File: src/rtl/base12_alu_arbiter.sv
// base12_alu_arbiter: round-robin arbiter sharing one base-12 ALU among NUM_REQ requesters, with a done timeout
module base12_alu_arbiter #(
  parameter int NUM_REQ = 4,
  parameter int TIMEOUT = 15
) (
  input  logic                    clk,
  input  logic                    reset_n,
  input  logic [NUM_REQ-1:0]      req_valid,
  output logic [NUM_REQ-1:0]      req_ready,
  input  logic [4*NUM_REQ-1:0]    req_op,
  input  logic [32*NUM_REQ-1:0]   req_a,
  input  logic [32*NUM_REQ-1:0]   req_b,
  output logic [NUM_REQ-1:0]      resp_valid,
  input  logic [NUM_REQ-1:0]      resp_ready,
  output logic [31:0]             resp_result,
  output logic                    resp_err,
  output logic                    busy,
  output logic                    alu_enable,
  output logic [3:0]              alu_operation,
  output logic [31:0]             alu_operand_a,
  output logic [31:0]             alu_operand_b,
  input  logic [31:0]             alu_result,
  input  logic                    alu_done
);
  localparam int IW = $clog2(NUM_REQ);
  typedef enum logic [1:0] {IDLE, ISSUE, RESP} state_t;
  state_t state, state_nx;
  logic [IW-1:0] last_grant, owner, gnt_idx;
  logic gnt_any;
  logic timeout_hit;
  logic [7:0] cnt;
  logic [3:0] op_arr [NUM_REQ];
  logic [31:0] a_arr [NUM_REQ];
  logic [31:0] b_arr [NUM_REQ];
  int j;
  for (genvar i = 0; i < NUM_REQ; i++) begin : g_split
    assign op_arr[i] = req_op[4*i +: 4];
    assign a_arr[i] = req_a[32*i +: 32];
    assign b_arr[i] = req_b[32*i +: 32];
  end
  assign timeout_hit = cnt == 8'(TIMEOUT - 1);
  assign busy = state != IDLE;
  assign alu_enable = state == ISSUE;
  // req_ready is gated by reset_n so nothing is offered while reset is held
  assign req_ready = (reset_n && state == IDLE && gnt_any) ? NUM_REQ'(1) << gnt_idx : '0;
  assign resp_valid = (state == RESP) ? NUM_REQ'(1) << owner : '0;
  // round-robin search starting one past the last granted requester
  always_comb begin
    gnt_any = 1'b0;
    gnt_idx = '0;
    j = 0;
    for (int k = 1; k <= NUM_REQ; k++) begin
      j = int'(last_grant) + k;
      if (j >= NUM_REQ) j = j - NUM_REQ;
      if (!gnt_any && req_valid[IW'(j)]) begin
        gnt_any = 1'b1;
        gnt_idx = IW'(j);
      end
    end
  end
  // next-state: grant, wait for done or timeout, hold response until owner accepts
  always_comb begin
    state_nx = state;
    case (state)
      IDLE:    state_nx = gnt_any ? ISSUE : IDLE;
      ISSUE:   state_nx = (alu_done || timeout_hit) ? RESP : ISSUE;
      RESP:    state_nx = resp_ready[owner] ? IDLE : RESP;
      default: state_nx = IDLE;
    endcase
  end
  // state register
  always_ff @(posedge clk or negedge reset_n) begin
    if (!reset_n) state <= IDLE;
    else state <= state_nx;
  end
  // operation latch on grant, timeout counting and response capture
  always_ff @(posedge clk or negedge reset_n) begin
    if (!reset_n) begin
      last_grant <= IW'(NUM_REQ - 1);
      owner <= '0;
      cnt <= '0;
      alu_operation <= '0;
      alu_operand_a <= '0;
      alu_operand_b <= '0;
      resp_result <= '0;
      resp_err <= 1'b0;
    end else if (state == IDLE && gnt_any) begin
      last_grant <= gnt_idx;
      owner <= gnt_idx;
      cnt <= '0;
      alu_operation <= op_arr[gnt_idx];
      alu_operand_a <= a_arr[gnt_idx];
      alu_operand_b <= b_arr[gnt_idx];
    end else if (state == ISSUE) begin
      if (alu_done) begin
        resp_result <= alu_result;
        resp_err <= 1'b0;
      end else if (timeout_hit) begin
        resp_result <= 32'hFFFF_FFFF;
        resp_err <= 1'b1;
      end else begin
        cnt <= cnt + 8'd1;
      end
    end
  end
endmodule

File: config.mk
export PLATFORM = sky130hd
export DESIGN_NAME = base12_alu_arbiter
export DESIGN_NICKNAME = d
export VERILOG_FILES = /design/src/rtl/base12_alu_arbiter.sv
export SDC_FILE = /design/constraint.sdc
export NUM_CORES = 1
export LEC_CHECK = 0
export CAP_MARGIN = 20
export CORE_AREA = 4 4 162 164
export CTS_CLUSTER_DIAMETER = 80
export DETAILED_ROUTE_END_ITERATION = 8
export DIE_AREA = 0 0 166 168
export HOLD_SLACK_MARGIN = 0.12
export PLACE_DENSITY = 0.71
export SLEW_MARGIN = 20
export SYNTH_ARGS = -nofsm -noshare
export SYNTH_HDL_FRONTEND = slang
export SYNTH_SLANG_ARGS = --single-unit
File: constraint.sdc
create_clock -name clk -period 2.4 [get_ports clk]
set_clock_uncertainty 0.1 [all_clocks]
set_input_delay 0.6 -clock clk [delete_from_list [all_inputs] [get_ports clk]]
set_output_delay 0.6 -clock clk [all_outputs]
set_load 0.005 [all_outputs]
== Word-level counts from Yosys, hierarchy flattened ==
Cells that the tools add are included.

* Register bits: 115
* Input bits: 315
* Output and inout bits: 111

* Add/subtract/negate cells: 9
* $lt $le $gt $ge: 10
* Equality and inequality tests: 5
* Shift operators: 2
* Mux-type cells: 49
* Bitwise logic cells: 2
* Reductions and logical operators: 16

{| class="wikitable"
|+ Operators with widths
! cell !! number
|-
| 32-bit 2-to-1 mux || 6
|-
| 32-bit binary-select mux with 2-bit select || 2
|-
| 8-bit 2-to-1 mux || 4
|-
| 2-bit 2-to-1 mux || 10
|-
| 2-bit by 4-bit less-than comparator with 1-bit output (second input constant) || 4
|-
| 1-bit 2-to-1 mux || 16
|-
| 4-bit 2-to-1 mux || 4
|-
| 3-bit >= comparator (second input constant) || 4
|-
| 1-bit binary-select mux with 2-bit select || 5
|-
| 8-bit by 1-bit adder with 8-bit output (second input constant) || 1
|-
| 4-bit binary-select mux with 2-bit select || 1
|-
| 8-bit by 4-bit == test with 1-bit output (second input constant) || 1
|-
| 1-bit by 2-bit left shift with 4-bit output (first input constant) || 2
|-
| 2-bit by 1-bit subtractor with 2-bit output (second input constant) || 4
|-
| 2-bit by 2-bit adder with 3-bit output (second input constant) || 2
|-
| 1-bit logical AND || 6
|-
| 2-bit one-hot mux with 3 select lines || 1
|-
| 3-bit AND reduction || 2
|-
| 2-bit nonzero test || 3
|-
| 2-bit by 3-bit adder with 4-bit output (second input constant) || 1
|-
| 4-bit by 3-bit >= comparator with 1-bit output (second input constant) || 1
|-
| 2-bit by 1-bit != test with 1-bit output (second input constant) || 2
|-
| 2-bit by 1-bit adder with 3-bit output (second input constant) || 1
|-
| 1-bit logical NOT || 3
|-
| 7 further kinds || 7
|}

== Logic depth before layout (Yosys ltp) ==
* Depth after elaboration: 20
* Depth in mapped cells: 7
* Depth with buffers taken out: 7

== Worst setup path before layout ==
Ideal clock, no wire load.

* Kind: input -> output
* From: in req_valid[3]
* To: out req_ready[0]
* Arrival: 1.751 ns
* Slack: -0.051 ns
* Stages on the path: 7
* Cells stage by stage: and3b_1 > o32a_1 > buf_2 > buf_6 > buf_6 > nand3b_1 > nor2_1

* Cells in the longest elaborated chain, start to end: 15

{| class="wikitable"
|+ RTL lines
! item !! line !! RTL
|-
| start: declaration || 8 || <nowiki>input logic [NUM_REQ-1:0] req_valid,</nowiki>
|-
| 1-bit binary-select mux with 2-bit select || 55 || <nowiki>if (!gnt_any && req_valid[IW'(j)]) begin</nowiki>
|-
| 1-bit 2-to-1 mux (not written as such) (2 in series) || 55 ||
|-
| 1-bit 2-to-1 mux || 55 ||
|-
| 1-bit logical NOT || 55 ||
|-
| 1-bit logical AND || 55 ||
|-
| 1-bit 2-to-1 mux || 55 ||
|-
| 1-bit logical NOT || 55 ||
|-
| 1-bit logical AND || 55 ||
|-
| 1-bit 2-to-1 mux || 55 ||
|-
| 1-bit logical NOT || 55 ||
|-
| 1-bit logical AND || 55 ||
|-
| 2-bit 2-to-1 mux / 1-bit 2-to-1 mux (equally long branches) || 55 ||
|-
| 1-bit by 2-bit left shift with 4-bit output / 1-bit logical AND (equally long branches) || 45 || <nowiki>assign req_ready = (reset_n && state == IDLE && gnt_any) ? NUM_REQ'(1) << gnt_idx : '0;</nowiki>
|-
| 4-bit 2-to-1 mux * || 45 ||
|-
| end: declaration || 9 || <nowiki>output logic [NUM_REQ-1:0] req_ready,</nowiki>
|}

Mark *: on every way between the ends. The rest lies on a longest branch, timed or not. The select of a mux whose other input is x is not followed.

== Final worst setup path ==
* From: reg last_grant[1]
* To: out req_ready[1]

* Cells in the longest elaborated chain, start to end: 18

{| class="wikitable"
|+ RTL lines
! item !! line !! RTL
|-
| start: declaration || 28 || <nowiki>logic [IW-1:0] last_grant, owner, gnt_idx;</nowiki>
|-
| start signal: assignment || 79 || <nowiki>last_grant <= IW'(NUM_REQ - 1);</nowiki>
|-
| start signal: assignment || 88 || <nowiki>last_grant <= gnt_idx;</nowiki>
|-
| 2-bit by 1-bit adder with 3-bit output || 53 || <nowiki>j = int'(last_grant) + k;</nowiki>
|-
| 3-bit >= comparator / 2-bit by 1-bit subtractor with 2-bit output (equally long branches) || 54 || <nowiki>if (j >= NUM_REQ) j = j - NUM_REQ;</nowiki>
|-
| 2-bit 2-to-1 mux || 54 ||
|-
| 1-bit binary-select mux with 2-bit select || 55 ||
|-
| 1-bit 2-to-1 mux (not written as such) (2 in series) || 55 ||
|-
| 1-bit 2-to-1 mux || 55 ||
|-
| 1-bit logical NOT || 55 ||
|-
| 1-bit logical AND || 55 ||
|-
| 1-bit 2-to-1 mux || 55 ||
|-
| 1-bit logical NOT || 55 ||
|-
| 1-bit logical AND || 55 ||
|-
| 1-bit 2-to-1 mux || 55 ||
|-
| 1-bit logical NOT || 55 ||
|-
| 1-bit logical AND || 55 ||
|-
| 2-bit 2-to-1 mux / 1-bit 2-to-1 mux (equally long branches) || 55 ||
|-
| 1-bit by 2-bit left shift with 4-bit output / 1-bit logical AND (equally long branches) || 45 ||
|-
| 4-bit 2-to-1 mux * || 45 ||
|}

Marked as above.

==> results.json <==
{
  "netlist_top_cells_area": "dfrtp_1 46%, mux2i_1 22%, o221ai_1 9.7%",
  "dieArea_mm2": 0.0279,
  "pre_cts_ws_ps": -632,
  "seq_area_frac_synth_pct": 46.7,
  "whs_ps": 225,
  "crit_type": "register to output pin",
  "syn_nets": 856,
  "fmax_mhz": 389,
  "p_comb_share_pct": 53.9,
  "critical_path.startpoint_type": "register",
  "clk_latency_ps": 410,
  "pwr-share-seq_pct": 26.7,
  "synthCells": 539,
  "synth-seq-cells": 115,
  "antenna_found_initial": 2,
  "yosys.area.top_type": "dfrtp_1",
  "critPathBufInv": 1,
  "first_pass_iters": 4,
  "synth.top_cell.area_share_pct": 45.8,
  "async_flop_share_pct": 100,
  "power_mw": 12.8,
  "gp_congestion": 0.858,
  "slew-limit-headroom_pct": 56.1,
  "cp.required_ps": 1700,
  "worstMarginPinSlew_ps": 659,
  "leakage_nw": 5.02,
  "tritoncts": "built",
  "yosys_warnings": 0,
  "cts-root-buf": "clkbuf_16",
  "rsz0062_at_grt": "true",
  "critPathMaxStageDelay_ps": 590,
  "cts_buffers": 17,
  "path_clk_slew_ps": 60,
  "critPathArrivalTime_ps": 1870,
  "pwr-share-clk_pct": 19.4,
  "r2r_setup_slack_ps": 70,
  "rows": 58,
  "rr_startpoint": "last_grant[1]$_DFFE_PN1P_",
  "core_mm2": 0.0249,
  "cp-end-kind": "output pin",
  "ys.flop_type": "dfrtp_1",
  "io_buffers": 425,
  "syn_area_mm2": 0.00617,
  "grt_first_pass_wirelength_um": 38300,
  "cp_max_fo": 5,
  "hp-class": "input port to asynchronous set/reset pin",
  "grtUsageTotal_pct": 17.2,
  "h-tree-depth": 4,
  "first_global_vias": 6677,
  "remaining_drc_errors": 0,
  "tns_ps": -567,
  "worstPathCellList": "a21oi_2, o32a_4, nand3b_1, nor2_1, buf_2",
  "p_int_mw": 8.31,
  "reg2reg_depth": 9,
  "cp_top_family": "flip-flops",
  "totalWireLength_um": 25700,
  "synth_cell_types": 39,
  "wl_per_cell_um": 19.5,
  "finalSetupViolations": 4,
  "r2r-end": "alu_operand_b[22]$_DFFE_PN0P_",
  "fp.dieW_um": 166,
  "drv_slew": 0,
  "avgSynthCellArea_um2": 11.4,
  "outcome": "finished with violations",
  "grt_max_degree": 116,
  "drtIter0Drc": 307,
  "dieHeight_um": 168,
  "clockBufferDepth": 2,
  "area_delta_synth_final_pct": 90.0,
  "vdd_drop_max_mv": 0.568,
  "slowest_stage": "dfstp_2",
  "p_per_area_mw_per_mm2": 1090,
  "finalNetCount": 1291,
  "initial_core_util_pct": 24.8,
  "ant_nets": 0,
  "power_switching_mw": 4.48,
  "synth_edf_count": 0,
  "cts.sinks": 115,
  "grt_remaining_overflow": 0,
  "fin_ws_ps": -172,
  "drv_cap": 0,
  "finalCritPeriodShare_pct": 107,
  "holdBufCountCts": 0,
  "hold_viol_final": 0,
  "swShare_pct": 35.0,
  "num_io_pins": 426,
  "vias": 6323,
  "fin_crit_ps": 2570,
  "via_per_inst": 4.79,
  "violations": "setup timing",
  "place_hpwl_um": 18300,
  "final_layout_size_suffix_gt1_share_pct": 9.12
}
==> worst reg2reg max path, cell delays in order (launching register included) <==
cell      delay [ps]
dfstp_2          590
a21oi_2           70
o32a_4           380
buf_6            120
buf_4            160
buf_16           190
buf_6            170
mux2i_1          150
buf_4            140
o221ai_1         120
==> kinds of logic after synthesis <==
| group | after synthesis | synth area share (%) |
|---|---|---|
| DFF | 115 | 46.7 |
| xor gates and xnor gates | 7 | 0.994 |
| and+or+nand+nor | 113 | 8.15 |
| muxes | 139 | 22.8 |
| adders and majority gates | 2 | 0.406 |
| buffers and inverters | 48 | 4.71 |
| AOI/OAI and AO/OA | 115 | 16.3 |
==> metrics by stage <==
step                instance area [µm²]  util [%]  cells
floorplan                          6180         -    539
global placement                  10900      43.9   1278
detailed placement                10900      43.9   1278
CTS                               11600      46.7   1314
global route                      11700      47.1   1319
finish                            11700      47.1   1319
==> final cells by class <==
class                      instances  area (µm²)
fill                            2319       13200
timing repair buffer             461        4790
multi-input combinational        376        3050
sequential                       115        2880
clock buffer                      18         439
tap                              330         413
clock inverter                    14         129
inverter                           3        11.3
antenna                            2        5.00
==> routing by layer <==
metal	up-vias	part of all wire, %	global-route usage (%)
li1	2938	-	-
met1	3094	41	20.6
met2	269	50	29.5
met3	22	6.8	5.14
met4	0	2.0	5.56
met5	-	0	0
==> layout by cell type, fill, tap and decap left out, drive strengths merged, types with 3 or more instances in the layout <==
cell	n
clkinv	6
xor2	6
nor3	3
o21a	4
nand2	78
dfrtp	113
inv	7
mux2i	138
clkdlybuf4s50	411
nor2	14
buf	37
o221ai	68
or2	3
clkinvlp	3
o22a	33
dlygate4sd2	8
clkbuf	21
==> state kept, by name, summed over array words and instances, names as in the netlist <==
register	cells
alu_operand_a	32
alu_operand_b	32
resp_result	32
cnt	8
alu_operation	4
last_grant	2
owner	2
state	2
resp_err	1
==> power by group through the flow <==
stage | logic (mW) | registers [mW] | clock network (mW)
floorplan | 3.09 | 3.44 | 0
global placement | 6.51 | 3.40 | 0
detailed placement | 6.57 | 3.43 | 0
CTS | 6.81 | 3.41 | 2.55
global route | 7.42 | 3.52 | 2.64
finish | 6.89 | 3.41 | 2.48
==> Yosys cell counts (all sizes together) (2+ instances only) <==
| cell type | number |
|---|---|
| o21ai | 2 |
| ha | 2 |
| o21a | 4 |
| dfstp | 2 |
| and3 | 2 |
| nand2 | 78 |
| nor2 | 14 |
| xor2 | 6 |
| o2111ai | 2 |
| buf | 23 |
| or2 | 3 |
| o22a | 33 |
| inv | 3 |
| nand2b | 2 |
| nor3b | 2 |
| clkbuf | 22 |
| a21oi | 2 |
| o221ai | 68 |
| dfrtp | 113 |
| nand4 | 2 |
| mux2i | 138 |
| nor3 | 3 |
==> how the worst max path moves through the flow <==
stage / start / to / depth (start not counted)
2_1_floorplan: req_valid[3] / req_ready[0] / 7
3_3_place_gp: req_valid[0] / req_ready[0] / 6
3_5_place_dp: req_valid[0] / req_ready[0] / 6
4_1_cts: last_grant[0]$_DFFE_PN1P_ / req_ready[1] / 5
5_1_grt: last_grant[1]$_DFFE_PN1P_ / req_ready[1] / 5
6_report: last_grant[1]$_DFFE_PN1P_ / req_ready[1] / 5
==> timing repair <==
action	in CTS	in global routing
gates cloned	2	3
buffers inserted	2	0
resized for setup	39	4
endpoints found under the setup margin	13	29
pin swaps	6	3
Power figures use the tool's default switching activity.
